<file path="config.mk">
export PLATFORM = sky130hd
export DESIGN_NAME = vga_timing
export DESIGN_NICKNAME = d
export VERILOG_FILES = /design/src/rtl/vga_timing.sv
export SDC_FILE = /design/constraint.sdc
export NUM_CORES = 1
export LEC_CHECK = 0
export CAP_MARGIN = 25
export CELL_PAD_IN_SITES_DETAIL_PLACEMENT = 1
export CELL_PAD_IN_SITES_GLOBAL_PLACEMENT = 1
export CORE_ASPECT_RATIO = 0.5
export CORE_MARGIN = 2
export CORE_UTILIZATION = 42
export DETAILED_ROUTE_END_ITERATION = 8
export MAX_ROUTING_LAYER = met4
export PLACE_DENSITY = 0.87
export RECOVER_POWER = 25
export SYNTH_ARGS = -nofsm -noshare
export SYNTH_HDL_FRONTEND = slang
export SYNTH_SLANG_ARGS = --single-unit
</file>
<file path="constraint.sdc">
create_clock -name clk -period 3.3 [get_ports clk]
set_input_delay 0.825 -clock clk [delete_from_list [all_inputs] [get_ports clk]]
set_output_delay 0.825 -clock clk [all_outputs]
set_load 0.01 [all_outputs]
</file>
<file path="src/rtl/vga_timing.sv">
// VGA raster timing generator: pixel/line counters advanced by cke, with registered sync, active and frame-start flags.
// Optional build macro VGA_FRAME_CNT_EN adds a 16-bit frames-since-reset counter on port frame_cnt.
module vga_timing #(
    parameter int unsigned H_ACTIVE = 640,
    parameter int unsigned H_FP     = 16,
    parameter int unsigned H_SYNC   = 96,
    parameter int unsigned H_BP     = 48,
    parameter int unsigned V_ACTIVE = 480,
    parameter int unsigned V_FP     = 10,
    parameter int unsigned V_SYNC   = 2,
    parameter int unsigned V_BP     = 33,
    parameter bit          SYNC_POL = 1'b0
) (
    input  logic        clk,
    input  logic        rst,
    input  logic        cke,
    output logic        hs,
    output logic        vs,
    output logic        active,
    output logic [9:0]  x,
    output logic [9:0]  y,
    output logic        frame_start
`ifdef VGA_FRAME_CNT_EN
    ,
    output logic [15:0] frame_cnt
`endif
);

    localparam int unsigned CW       = 10;
    localparam int unsigned H_TOTAL  = H_ACTIVE + H_FP + H_SYNC + H_BP;
    localparam int unsigned V_TOTAL  = V_ACTIVE + V_FP + V_SYNC + V_BP;
    localparam int unsigned HS_START = H_ACTIVE + H_FP;
    localparam int unsigned HS_END   = H_ACTIVE + H_FP + H_SYNC;
    localparam int unsigned VS_START = V_ACTIVE + V_FP;
    localparam int unsigned VS_END   = V_ACTIVE + V_FP + V_SYNC;

    if (H_TOTAL > 1024 || V_TOTAL > 1024) begin : g_bad_totals
        $error("vga_timing: H_TOTAL and V_TOTAL must not exceed 1024");
    end

    localparam logic [CW-1:0] X_LAST = CW'(H_TOTAL - 1);
    localparam logic [CW-1:0] Y_LAST = CW'(V_TOTAL - 1);

    logic [CW-1:0] x_q, x_d;
    logic [CW-1:0] y_q, y_d;
    logic          hs_q, hs_d;
    logic          vs_q, vs_d;
    logic          active_q, active_d;
    logic          frame_start_q, frame_start_d;
    logic          x_wrap;
`ifdef VGA_FRAME_CNT_EN
    logic [15:0]   frame_cnt_q, frame_cnt_d;
`endif

    // Flags are derived from the next position so they land on the same edge as the coordinates.
    always_comb begin
        x_d           = x_q;
        y_d           = y_q;
        hs_d          = hs_q;
        vs_d          = vs_q;
        active_d      = active_q;
        frame_start_d = 1'b0;
        x_wrap        = 1'b0;
`ifdef VGA_FRAME_CNT_EN
        frame_cnt_d   = frame_cnt_q;
`endif
        if (cke) begin
            x_wrap = (x_q == X_LAST);
            x_d    = x_wrap ? '0 : x_q + CW'(1);
            if (x_wrap) begin
                y_d = (y_q == Y_LAST) ? '0 : y_q + CW'(1);
            end
            hs_d = ((x_d >= CW'(HS_START)) && (x_d < CW'(HS_END))) ? SYNC_POL : !SYNC_POL;
            vs_d = ((y_d >= CW'(VS_START)) && (y_d < CW'(VS_END))) ? SYNC_POL : !SYNC_POL;
            active_d      = (x_d < CW'(H_ACTIVE)) && (y_d < CW'(V_ACTIVE));
            frame_start_d = (x_d == '0) && (y_d == '0);
`ifdef VGA_FRAME_CNT_EN
            frame_cnt_d   = frame_cnt_q + 16'(frame_start_d);
`endif
        end
    end

    // Reset parks on the last pixel of a frame so the first enable starts frame (0,0).
    always_ff @(posedge clk) begin
        if (rst) begin
            x_q           <= X_LAST;
            y_q           <= Y_LAST;
            hs_q          <= !SYNC_POL;
            vs_q          <= !SYNC_POL;
            active_q      <= 1'b0;
            frame_start_q <= 1'b0;
`ifdef VGA_FRAME_CNT_EN
            frame_cnt_q   <= '0;
`endif
        end else begin
            x_q           <= x_d;
            y_q           <= y_d;
            hs_q          <= hs_d;
            vs_q          <= vs_d;
            active_q      <= active_d;
            frame_start_q <= frame_start_d;
`ifdef VGA_FRAME_CNT_EN
            frame_cnt_q   <= frame_cnt_d;
`endif
        end
    end

    assign x           = x_q;
    assign y           = y_q;
    assign hs          = hs_q;
    assign vs          = vs_q;
    assign active      = active_q;
    assign frame_start = frame_start_q;
`ifdef VGA_FRAME_CNT_EN
    assign frame_cnt   = frame_cnt_q;
`endif

endmodule

</file>
After elaboration in Yosys (flattened, before gate mapping):

Index checks and enable logic that the tools add are counted.

* register bits: 24
* latch bits: 0
* memory bits (writable): 0
* ROM bits: 0
* memories kept: 0

* add/subtract/negate cells: 2
* multipliers: 0
* divide/modulo/power cells: 0
* order comparisons: 6
* equality and inequality tests: 2
* shifts and indexed selects: 0
* muxes and demuxes: 6
* bitwise operators: 1
* reductions and logical operators: 7

Operators with widths (count)
* two-way mux 10 bit: 4
* adder 10 x 1 -> 10 bit (second input constant): 2
* == test 10 bit (second input constant): 2
* logical NOT 10 bit: 2
* < comparator 10 bit (second input constant): 2
* < comparator 10 x 9 -> 1 bit (second input constant): 2
* >= comparator 10 bit (second input constant): 1
* >= comparator 10 x 9 -> 1 bit (second input constant): 1
* logical AND 1 bit: 4
* two-way mux 1 bit: 2
* OR reduction 2 bit: 1
* inverter 1 bit: 1

Longest topological paths before layout:

Gate-level depths: netlist of the first run.

* word-level depth: 7
* gate-level depth with buffers: 10

Worst setup path before layout of the first run:

Ideal clock, no wire load.

* path kind: register -> register
* start: reg y_q[0] (netlist: y[0])
* end: reg active_q (netlist: active)
* setup time: 0.117 ns
* arrival time: 1.967 ns
* required time: 3.183 ns
* slack: 1.216 ns
* stages on the path, launching flop included: 11
* buffers on the path: 2
* period minus slack after synthesis: 2.084 ns
* cells stage by stage: dfxtp_1 -> clkbuf_1 -> inv_1 -> ha_1 -> nor4b_1 -> and3_1 -> clkbuf_2 -> a31oi_1 -> o21ai_0 -> and3_1 -> a32o_1

* word-level cells in the longest chain between the ends: 6

Ends and longest elaborated chain
* start: declaration: RTL line 45 `logic [CW-1:0] y_q, y_d;`
* start signal: assignment: RTL line 97 `y_q <= y_d;`
* adder 10 x 1 -> 10 bit / == test 10 bit (equally long branches): RTL line 71 `y_d = (y_q == Y_LAST) ? '0 : y_q + CW'(1);`
* two-way mux 10 bit: RTL line 71
* two-way mux 10 bit (*): RTL line 70 `if (x_wrap) begin`
* two-way mux 10 bit (*): RTL line 67 `if (cke) begin`
* < comparator 10 x 9 -> 1 bit (*): RTL line 75 `active_d = (x_d < CW'(H_ACTIVE)) && (y_d < CW'(V_ACTIVE));`
* logical AND 1 bit (*): RTL line 75
* end signal: assignment: RTL line 100 `active_q <= active_d;`
* end: declaration: RTL line 48 `logic active_q, active_d;`

Every way passes the cells marked *; elsewhere a longest branch is shown, timed or not. The select of a mux whose other input is x is not followed.
A chain may end at the register's enable or synchronous reset.

Worst setup path in the final report of the first run:

* start: reg x_q[0] (netlist: x[0])
* end: reg frame_start_q (netlist: frame_start)

* word-level cells in the longest chain between the ends: 5

Ends and longest elaborated chain
* start: declaration: RTL line 44 `logic [CW-1:0] x_q, x_d;`
* start signal: assignment: RTL line 86 `x_q <= X_LAST;`
* start signal: assignment: RTL line 96 `x_q <= x_d;`
* parallel branches: the longest is 4 deep, another holds adder 10 x 1 -> 10 bit
* logical AND 1 bit (*): RTL line 76 `frame_start_d = (x_d == '0) && (y_d == '0);`
* end signal: assignment: RTL line 101 `frame_start_q <= frame_start_d;`
* end: declaration: RTL line 49 `logic frame_start_q, frame_start_d;`

Mark *: on every way between the ends. The select of a mux whose other input is x is not followed.

==> results.md, run 1 <==
- Initial DRT Pass Iterations: 4
- Slew at the pin closest to its max-slew limit: 0.732 ns
- CTS tree: built
- Status: finished, final reports clean
- Post-synth EDFFs: 0
- Flop pwr share: 43.1%
- Post-synth top cells: dfxtp_1, nor2_1, nand2_1
- Worst skew pair latency: 0.27 ns
- H-tree Lvls: 1
- Top-count cell post-synth: dfxtp_1
- Largest area contributor in the netlist: dfxtp_1
- Area growth syn-to-layout: 16.0%
- Critical-path maximum fanout: 14
- Top Layer Used: met4
- Core area: slightly below 4000 um2
- Starting DRT DRC Count: 44
- CP max stage cell: and3_1
- Crit path kind: register to register
- IO buf count: 26
- Rows: 16
- Clock Path Buffers: 2
- CTS buffer count: 3
- Detailed placement HPWL: 3.37 mm
- Starting density of the core: between 40% and 50%
- Top Ports: 27
- Post-synthesis sequential area ratio: between 20 and 30%
- Synthesized instance count: ~220
- Met2 wire len: between 2 and 2.5 mm
- Via Count: ~1.6k
- DR vias/cell: approximately 6
- Drt total wl: between 4 and 5 mm
- GRT Util Overall: a little under a quarter
- Cells along the critical path: ha_1, and4_4, and3_1, o21ai_1, o311a_1, nor4b_2, nor4b_2
- Synth Warn #: 0
- Share of cells above drive strength 1: around 5.7%
- Hold Violations, Final: 0
- First-pass GRT wire length: about 8 mm
- Die area: 4520 um2
- Relative slew slack: around half
- Pwr per Cell Area: ~410 nW/um2
- Combinational group share of total power: slightly above 30%
- Maxcap violations: 0
- Final min period: 2.53 ns
- Nets: roughly 230
- Crit-path max cell delay: 0.61 ns
- Setup TNS Final: 0 ns
- Met3 routed WL: between 200 and 250 um
- Syn Std Cell Area: 1670 um2
- Clock transition at the registers of the reported paths: 0.09 ns
- Lkg Pwr: approximately 0.7 nW
- Area occupied by multi-input gates: a little over 1000 um2
- Final slew viol count: 0
- Hold Buf Count CTS: 0
- Register Area: ~480 um2
- Post-synthesis cell type count: 55
- Vert. Die Dim: 48.5 um
- Largest net degree at the start of global routing: 22
- Worst endpoint required time: 3.49 ns
- Drt drc: 0
- Clock root buffer: clkbuf_8
- Psw: 0.269 mW
- Max VDD drop: ~0.17 mV
- Yosys reg bits: 24
- Primary FF master, synth: dfxtp_1
- Sw Share: between 30% and 40%
- Worst Setup End Kind: register
- Inserted Diodes: 0
- Clock Power Share: between 20% and 30%
- Synth top area cells: dfxtp_1, a21oi_1, nor2_1
- Antenna-violating nets left: 0
- Syn nets: 222
- Clock Skew: about 0.0066 ns
- Unrepaired setup endpoints after global routing: no
- Syn_area_per_cell: slightly below 8 um2
- Internal Power: 0.514 mW
- Tightest Hold Check Type: register to register
- Final setup fails: 0
- Clk sinks: 24
- Number of global-route vias before repair: approximately 1.6k
- # Post-CTS Setup Buffers: 0
- Final Util: approximately half
- Initial antenna violation count: 0
- Asr flop ratio synth: 0%
- Max Freq: about 0.4 GHz
- Yosys top cell area share: 28.9%
- Die X: between 90 and 100 um
- Layout fillers: between 500 and 600
- Gpl congestion: roughly 0.94
- WL/cell: about 17 um
- CP dominant cell by count: nor4b_2
- Metal-1 WL: approximately 2.3 mm
- Arr. time, crit path: 2.72 ns
- Tcrit/Tclk final: about three quarters
- Congestion Overflow GR: 0
- Critical path launch point type: register
- Cts repair resizes: 0
## power groups by stage
stage / clock [mW] / sequential (mW) / combinational (mW)
final: 0.209 / 0.337 / 0.236
after global routing: 0.227 / 0.342 / 0.259
after CTS: 0.218 / 0.337 / 0.238
after detailed placement: 0 / 0.344 / 0.237
after global placement: 0 / 0.342 / 0.229
after floorplan: 0 / 0.333 / 0.194
## path summary, 6_finish.rpt
kind	startpoint	end	slack [ns]	cells after the start
setup / recovery	x[0]	frame_start	0.77	7
hold / removal	active	active	0.47	1
setup reg to reg	x[0]	frame_start	0.77	7
hold reg to reg	active	active	0.47	1
## flip-flops by register name (all words and copies together), names as in the netlist
register	cells
x	10
active	1
frame_start	1
vs	1
y	10
hs	1
## placed cells by master (no fill, tap or decap), types with 2 or more instances in the layout
master | synthesis | routed
dfxtp_1 | 24 | 24
clkdlybuf4s50_1 | 0 | 22
nor2_1 | 19 | 19
nand2_1 | 18 | 18
a21oi_1 | 16 | 16
nand3_1 | 13 | 13
o21ai_0 | 11 | 11
and3_1 | 7 | 8
inv_1 | 7 | 7
nor3_1 | 6 | 6
a211o_1 | 6 | 6
xnor2_1 | 6 | 6
o21ai_1 | 5 | 5
xor2_1 | 4 | 4
clkbuf_8 | 0 | 4
dlygate4sd3_1 | 0 | 4
nor2b_1 | 3 | 3
or3_1 | 3 | 3
a31oi_1 | 3 | 3
ha_1 | 3 | 3
nor3_2 | 2 | 2
nor4_1 | 2 | 2
o31ai_1 | 2 | 2
nand4_1 | 2 | 2
and4_1 | 2 | 2
nor3b_1 | 2 | 2
o31a_1 | 2 | 2
a32o_1 | 2 | 2
nor4b_2 | 2 | 2
## per-layer routing
layer  global-route usage (%)  up-vias
li1                         -      803
met3                     5.14        6
met5                        -        -
met2                     35.0       35
met4                     5.39        0
met1                     30.3      794
## layout make-up
| class | count | area share, % |
|---|---|---|
| Inverter | 7 | 1.36 |
| Multi-Input combinational cell | 164 | 53.4 |
| Timing Repair Buffer | 28 | 14.1 |
| Tap cell | 54 | 3.50 |
| Sequential cell | 24 | 24.9 |
| Clock buffer | 4 | 2.85 |
## stage by stage
| stage | worst slack, ns | instances | power [mW] | hold WS, ns | area, um2 |
|---|---|---|---|---|---|
| 5_1_grt | 0.611 | 281 | 0.828 | 0.505 | 1930 |
| 4_1_cts | 0.822 | 281 | 0.792 | 0.483 | 1940 |
| 3_3_place_gp | 0.886 | 277 | 0.572 | 0.458 | 1890 |
| 6_report | 0.769 | 281 | 0.783 | 0.474 | 1930 |
| 2_1_floorplan | 1.22 | 216 | 0.527 | 0.508 | 1670 |
| 3_5_place_dp | 0.780 | 277 | 0.580 | 0.459 | 1890 |
## critical path, delay by kind of cell (launching register included)
kind            cells  cell delay, ns
simple gates        4            1.37
flops               1            0.44
compound gates      2            0.35
fa+ha+maj           1            0.30
## cell families after synthesis
family	Yosys count	share of synthesized area, %
XOR/XNOR	10	5.26
adder cells (fa/ha/maj)	3	2.25
buffers and inverters	28	8.94
multiplexers	1	0.601
AND/OR/NAND/NOR	93	31.8
flip-flops	24	28.9
AO/OA/AOI/OAI	57	22.3
Note: power is estimated with default switching activity, not from simulation.
==> run 2, diff against run 1 <==
--- a/config.mk
+++ b/config.mk
@@ -10,10 +10,10 @@
 export CELL_PAD_IN_SITES_GLOBAL_PLACEMENT = 1
 export CORE_ASPECT_RATIO = 0.5
 export CORE_MARGIN = 2
-export CORE_UTILIZATION = 42
+export CORE_UTILIZATION = 35
 export DETAILED_ROUTE_END_ITERATION = 8
 export MAX_ROUTING_LAYER = met4
-export PLACE_DENSITY = 0.87
+export PLACE_DENSITY = 0.77
 export RECOVER_POWER = 25
 export SYNTH_ARGS = -nofsm -noshare
 export SYNTH_HDL_FRONTEND = slang
==> constraint.sdc (replaced) <==
create_clock -name clk -period 2.1 [get_ports clk]
set_input_delay 0.525 -clock clk [delete_from_list [all_inputs] [get_ports clk]]
set_output_delay 0.525 -clock clk [all_outputs]
set_load 0.01 [all_outputs]
==> results.md, run 2 (same netlist as run 1, synthesis figures left out) <==
- Initial DRT Pass Iterations: 4 (unchanged)
- Psw: 0.435 mW (+62%)
- Final slew viol count: 0 (unchanged)
- FF-to-FF Start: x[1]
- First-pass GRT wire length: 8.63 mm (+8.0%)
- CTS buffer count: 3 (unchanged)
- Unrepaired setup endpoints after global routing: no
- Die X: 102 um (+9.1%)
- Top Ports: 27 (unchanged)
- Max Freq: 0.502 GHz (+27%)
- Rows: 17 (+1)
- Share of cells above drive strength 1: 16.6% (+11 points)
- Final setup fails: 0 (unchanged)
- Worst skew pair latency: 0.27 ns (about the same)
- Congestion Overflow GR: 0 (unchanged)
- Critical-path maximum fanout: 14 (unchanged)
- Status: finished, final reports clean
- Pwr per Cell Area: 600 nW/um2 (+48%)
- Inserted Diodes: 0 (unchanged)
- Buf/Inv on CP: 0 (unchanged)
- Internal Power: 0.858 mW (+67%)
- Critical path origin: x[1]
- Flop-to-flop setup slack: 0.11 ns (-0.66 ns)
- Drt total wl: 5.11 mm (+7.1%)
- Cells along the critical path: ha_1, and4_4, and3_4, a211o_1, o21ai_1, nand3_1, o31a_1
- # Post-CTS Setup Buffers: 0 (unchanged)
- Clock Skew: 0.00243 ns (-0.00417 ns)
- Crit path kind: register to register
- Starting DRT DRC Count: 48 (+9.1%)
- Leading cell types in the layout, fill and taps excluded: buf_4, clkdlybuf4s50_1, dfxtp_1, nor2_1, nand2_1
- Initial antenna violation count: 0 (unchanged)
- Flop pwr share: 39.5% (-3.6 points)
- CP endpoint: vs
- Gpl congestion: 0.905 (-3.7%)
- CTS tree: built
- Relative slew slack: 59.6% (+8.4 points)
- H-tree Lvls: 1 (unchanged)
- Tightest Hold Check Type: register to register
- Setup TNS Final: 0 ns (unchanged)
- Max VDD drop: 0.202 mV (+16%)
- Worst path top cell family by delay: compound AO/OA/AOI/OAI gates
- Arr. time, crit path: 2.16 ns (-0.56 ns)
- CP max stage cell: dfxtp_2
- Antenna-violating nets left: 0 (unchanged)
- Nets: 260 (+11%)
- Critical path launch point type: register
- Final min period: 1.99 ns (-0.538 ns)
- Vert. Die Dim: 52.8 um (+8.8%)
- Worst r2r dst: vs
- Drt drc: 0 (unchanged)
- Maxcap violations: 0 (unchanged)
- Via Count: 1766 (+7.8%)
- Hold Violations, Final: 0 (unchanged)
- Commonest non-fill, non-tap cell in the layout: buf_4
- Detailed placement HPWL: 3.83 mm (+14%)
- Combinational group share of total power: 34.9% (+4.7 points)
- Clock Path Buffers: 2 (unchanged)
- Clock root buffer: clkbuf_8
- WL/cell: 16.0 um (-5.7%)
- Placed insts: 315 (+14%)
- Final cell count without fillers: 319 (+14%)
- DR vias/cell: 5.54 (-5.0%)
- Area growth syn-to-layout: 29.5%
- Number of stages on the worst setup path: 7 (unchanged)
- Clock transition at the registers of the reported paths: 0.09 ns (about the same)
- Largest net degree at the start of global routing: 15 (-32%)
- Starting density of the core: 37.1% (-6.2 points)
- Tcrit/Tclk final: 94.9% (+18 points)
- Register-to-Register Path Depth: 7 (unchanged)
- Total power: 1.29 mW (+65%)
- Clk sinks: 24 (unchanged)
- IO buf count: 26 (unchanged)
- Die area: 5360 um2 (+19%)
- Crit-path max cell delay: 0.35 ns (-0.26 ns)
- Sw Share: 33.6% (-0.72 points)
- Number of global-route vias before repair: 1723 (+9.5%)
- Clock Power Share: 25.6% (-1.1 points)
- Worst endpoint required time: 2.27 ns (-1.22 ns)
- Lkg Pwr: 0.817 nW (+18%)
- GRT Util Overall: 21.5% (-1.2 points)
- Worst Setup End Kind: register
- Core area: 4490 um2 (+17%)
- Slew at the pin closest to its max-slew limit: 0.606 ns (-0.126 ns)
run 2: cell count changes in the layout (fill, tap and decap cells not counted), moves of 2 or more:
cell / change
dlygate4sd3_1: -2
and3_4: +2
clkdlybuf4s50_1: +2
and3_1: -2
buf_4: +25
run 2: layer usage:
layer,track usage (%),vias to the layer above,part of all wire (%)
met5,-,-,0
met4,4.95,0,0.37
met3,4.00,2,3.9
met2,35.0,43,48
met1,27.9,860,47
li1,-,861,-
run 2: stage by stage:
stage          area (um2)  utilization [%]  hold slack, ns  setup WS, ns
3_3_place_gp         2100             46.7           0.459        0.0852
4_1_cts              2150             47.9           0.509        0.0500
2_1_floorplan        1670                -           0.508        0.0157
3_5_place_dp         2100             46.7           0.493       0.00950
5_1_grt              2160             48.0           0.544       0.00820
6_report             2160             48.0           0.509         0.107
run 2: power by group through the flow:
stage                     Sequential [mW]  Clock, mW  Combinational [mW]
after floorplan                     0.523          0               0.305
after global placement              0.519          0               0.437
after detailed placement            0.520          0               0.444
after CTS                           0.510      0.340               0.448
after global routing                0.517      0.366               0.498
final                               0.511      0.331               0.451
run 2: how the worst min path moves through the flow:
| stage | startpoint | to | slack (ns) | depth (start not counted) |
|---|---|---|---|---|
| 2_1_floorplan | hs | hs | 0.51 | 2 |
| 3_3_place_gp | active | active | 0.46 | 1 |
| 3_5_place_dp | active | active | 0.49 | 1 |
| 4_1_cts | hs | hs | 0.51 | 2 |
| 5_1_grt | active | active | 0.54 | 1 |
| 6_report | hs | hs | 0.51 | 2 |
run 2: layout make-up:
type                       instances  area, um2
clock buffer                       4       55.1
inverter                           7       26.3
tap                               66       82.6
timing repair buffer              54        463
fill                             560       2330
sequential                        24        482
multi-input combinational        164       1050
run 2: timing repair:
item | in CTS | in global routing
resized for setup | 0 | 5
hold buffers | 0 | 0
endpoints found under the setup margin | 0 | 3
run 2: tightest hold or removal path, stage by stage (launching register included):
cell	delay (ns)
dfxtp_1	0.33
nor2_1	0.09
o21ai_1	0.06
==> run 3, diff against run 2 <==
--- a/config.mk
+++ b/config.mk
@@ -11,9 +11,10 @@
 export CORE_ASPECT_RATIO = 0.5
 export CORE_MARGIN = 2
 export CORE_UTILIZATION = 35
+export CTS_CLUSTER_DIAMETER = 200
 export DETAILED_ROUTE_END_ITERATION = 8
 export MAX_ROUTING_LAYER = met4
-export PLACE_DENSITY = 0.77
+export PLACE_DENSITY = 0.71
 export RECOVER_POWER = 25
 export SYNTH_ARGS = -nofsm -noshare
 export SYNTH_HDL_FRONTEND = slang
==> results.md, run 3 (same netlist as run 1, synthesis figures left out) <==
- Via Count: 1743 (-1.3%)
- DR vias/cell: 5.50 (-0.68%)
- Worst skew pair latency: 0.28 ns (about the same)
- Die X: 102 um (unchanged)
- Final setup fails: 0 (unchanged)
- Drt total wl: 5.15 mm (+0.68%)
- CP endpoint: frame_start
- Detailed placement HPWL: 3.81 mm (-0.65%)
- Top Ports: 27 (unchanged)
- Area growth syn-to-layout: 29.8%
- Commonest non-fill, non-tap cell in the layout: clkdlybuf4s50_1
- Arr. time, crit path: 2.20 ns (+0.04 ns)
- Initial antenna violation count: 0 (unchanged)
- Gpl congestion: 0.934 (+3.2%)
- Final Util: 48.1% (+0.11 points)
- Lkg Pwr: 0.816 nW (-0.13%)
- Setup TNS Final: 0 ns (unchanged)
- Nets: 258 (-0.77%)
- Congestion Overflow GR: 0 (unchanged)
- Maxcap violations: 0 (unchanged)
- CTS tree: built
- Register Area: 482 um2 (unchanged)
- Max Freq: 0.499 GHz (-0.59%)
- Rows: 17 (unchanged)
- Area occupied by multi-input gates: 1050 um2 (unchanged)
- Drt drc: 0 (unchanged)
- Tightest Hold Check Type: register to register
- Antenna-violating nets left: 0 (unchanged)
- Layout fillers: 561 (+0.18%)
- Final slew viol count: 0 (unchanged)
- CTS buffer count: 3 (unchanged)
- Clock root buffer: clkbuf_8
- Max VDD drop: 0.291 mV (+44%)
- Starting density of the core: 37.1% (unchanged)
- GRT Util Overall: 21.2% (-0.28 points)
- Critical-path maximum fanout: 7 (-7)
- Worst r2r dst: frame_start
- Register-to-Register Path Depth: 7 (unchanged)
- Crit path kind: register to register
- Total power: 1.39 mW (+7.9%)
- Flop-to-flop setup slack: 0.1 ns (about the same)
- Hold Violations, Final: 0 (unchanged)
- Vert. Die Dim: 52.8 um (unchanged)
- Clock transition at the registers of the reported paths: 0.10 ns (about the same)
- FF-to-FF Start: x[2]
- Share of cells above drive strength 1: 15.5% (-1.1 points)
- IO buf count: 26 (unchanged)
- Core area: 4490 um2 (unchanged)
- Starting DRT DRC Count: 27 (-44%)
- Placed instance area: 2080 um2 (-0.72%)
- Final min period: 2.00 ns (+0.0119 ns)
- First-pass GRT wire length: 8.58 mm (-0.49%)
- Tcrit/Tclk final: 95.5% (+0.57 points)
- Worst endpoint required time: 2.30 ns (+0.03 ns)
- Clock Path Buffers: 2 (unchanged)
- Inserted Diodes: 0 (unchanged)
- Pwr per Cell Area: 645 nW/um2 (+7.6%)
- Status: finished, final reports clean
- Clock Skew: 0.0115 ns (+0.00908 ns)
- Critical path launch point type: register
- Clk sinks: 24 (unchanged)
- Number of global-route vias before repair: 1720 (-0.17%)
- Worst Setup End Kind: register
- Final Cell Area: 2160 um2 (+0.23%)
- Initial DRT Pass Iterations: 4 (unchanged)
- Relative slew slack: 75.3% (+16 points)
- Die area: 5360 um2 (unchanged)
- # Post-CTS Setup Buffers: 0 (unchanged)
- Critical path origin: x[2]
- H-tree Lvls: 1 (unchanged)
- Largest net degree at the start of global routing: 15 (unchanged)
- WL/cell: 16.2 um (+1.3%)
- Leading cell types in the layout, fill and taps excluded: clkdlybuf4s50_1, dfxtp_1, buf_4, nor2_1, nand2_1
- Slew at the pin closest to its max-slew limit: 0.367 ns (-0.239 ns)
## run 3: cell types whose count changed in the layout (fill, tap and decap cells not counted), sizes merged
cell	before	now
dlygate4sd3	2	1
bufinv	0	1
buf	26	24
clkdlybuf4s50	24	25
clkbuf	6	5
## run 3: power by group
part	leakage, nW	internal [mW]	switching [mW]
logic	0.585	0.204	0.251
registers	0.196	0.480	0.0297
clock network	0.0357	0.256	0.174
## run 3: worst min-delay path by stage
| stage | from | end | slack (ns) | cells past startpoint |
|---|---|---|---|---|
| 2_1_floorplan | hs | hs | 0.51 | 2 |
| 3_3_place_gp | active | active | 0.46 | 1 |
| 3_5_place_dp | active | active | 0.46 | 1 |
| 4_1_cts | active | active | 0.48 | 1 |
| 5_1_grt | active | active | 0.51 | 1 |
| 6_report | active | active | 0.48 | 1 |
## run 3: per-layer routing
layer / vias up / track usage (%) / wire, um
li1: 850 / - / -
met4: 0 / 2.03 / 19
met2: 38 / 34.6 / 2440
met5: - / - / 0
met1: 853 / 28.1 / 2450
met3: 2 / 4.67 / 235
## run 3: critical path: stages (launching register included)
cell and delay [ns]:
dfxtp_1 0.48, nand3_1 0.20, nor3_4 0.33, and4_1 0.24, nor4_2 0.06, buf_4 0.15
nor4b_2 0.23, nor4b_2 0.23
## run 3: stage by stage
| stage | cells | hold WS [ns] | worst slack, ns |
|---|---|---|---|
| floorplan | 216 | 0.508 | 0.0157 |
| global placement | 313 | 0.455 | 0.140 |
| detailed placement | 313 | 0.458 | 0.104 |
| CTS | 317 | 0.482 | 0.0763 |
| global route | 317 | 0.509 | -0.0385 |
| finish | 317 | 0.478 | 0.0951 |
## run 3: repair_timing
action | 4_1_cts | 5_1_grt
gates resized for setup | 0 | 4
hold buffers | 0 | 0
endpoints found under the setup margin | 0 | 2
hold endpoints to repair | 0 | 0
## run 3: final cells by class
type	count	area share, %
clock buffer	3	1.91
clock inverter	1	1.39
inverter	7	1.22
multi-input combinational	164	48.5
sequential	24	22.3
tap	66	3.82
timing repair buffer	52	20.9
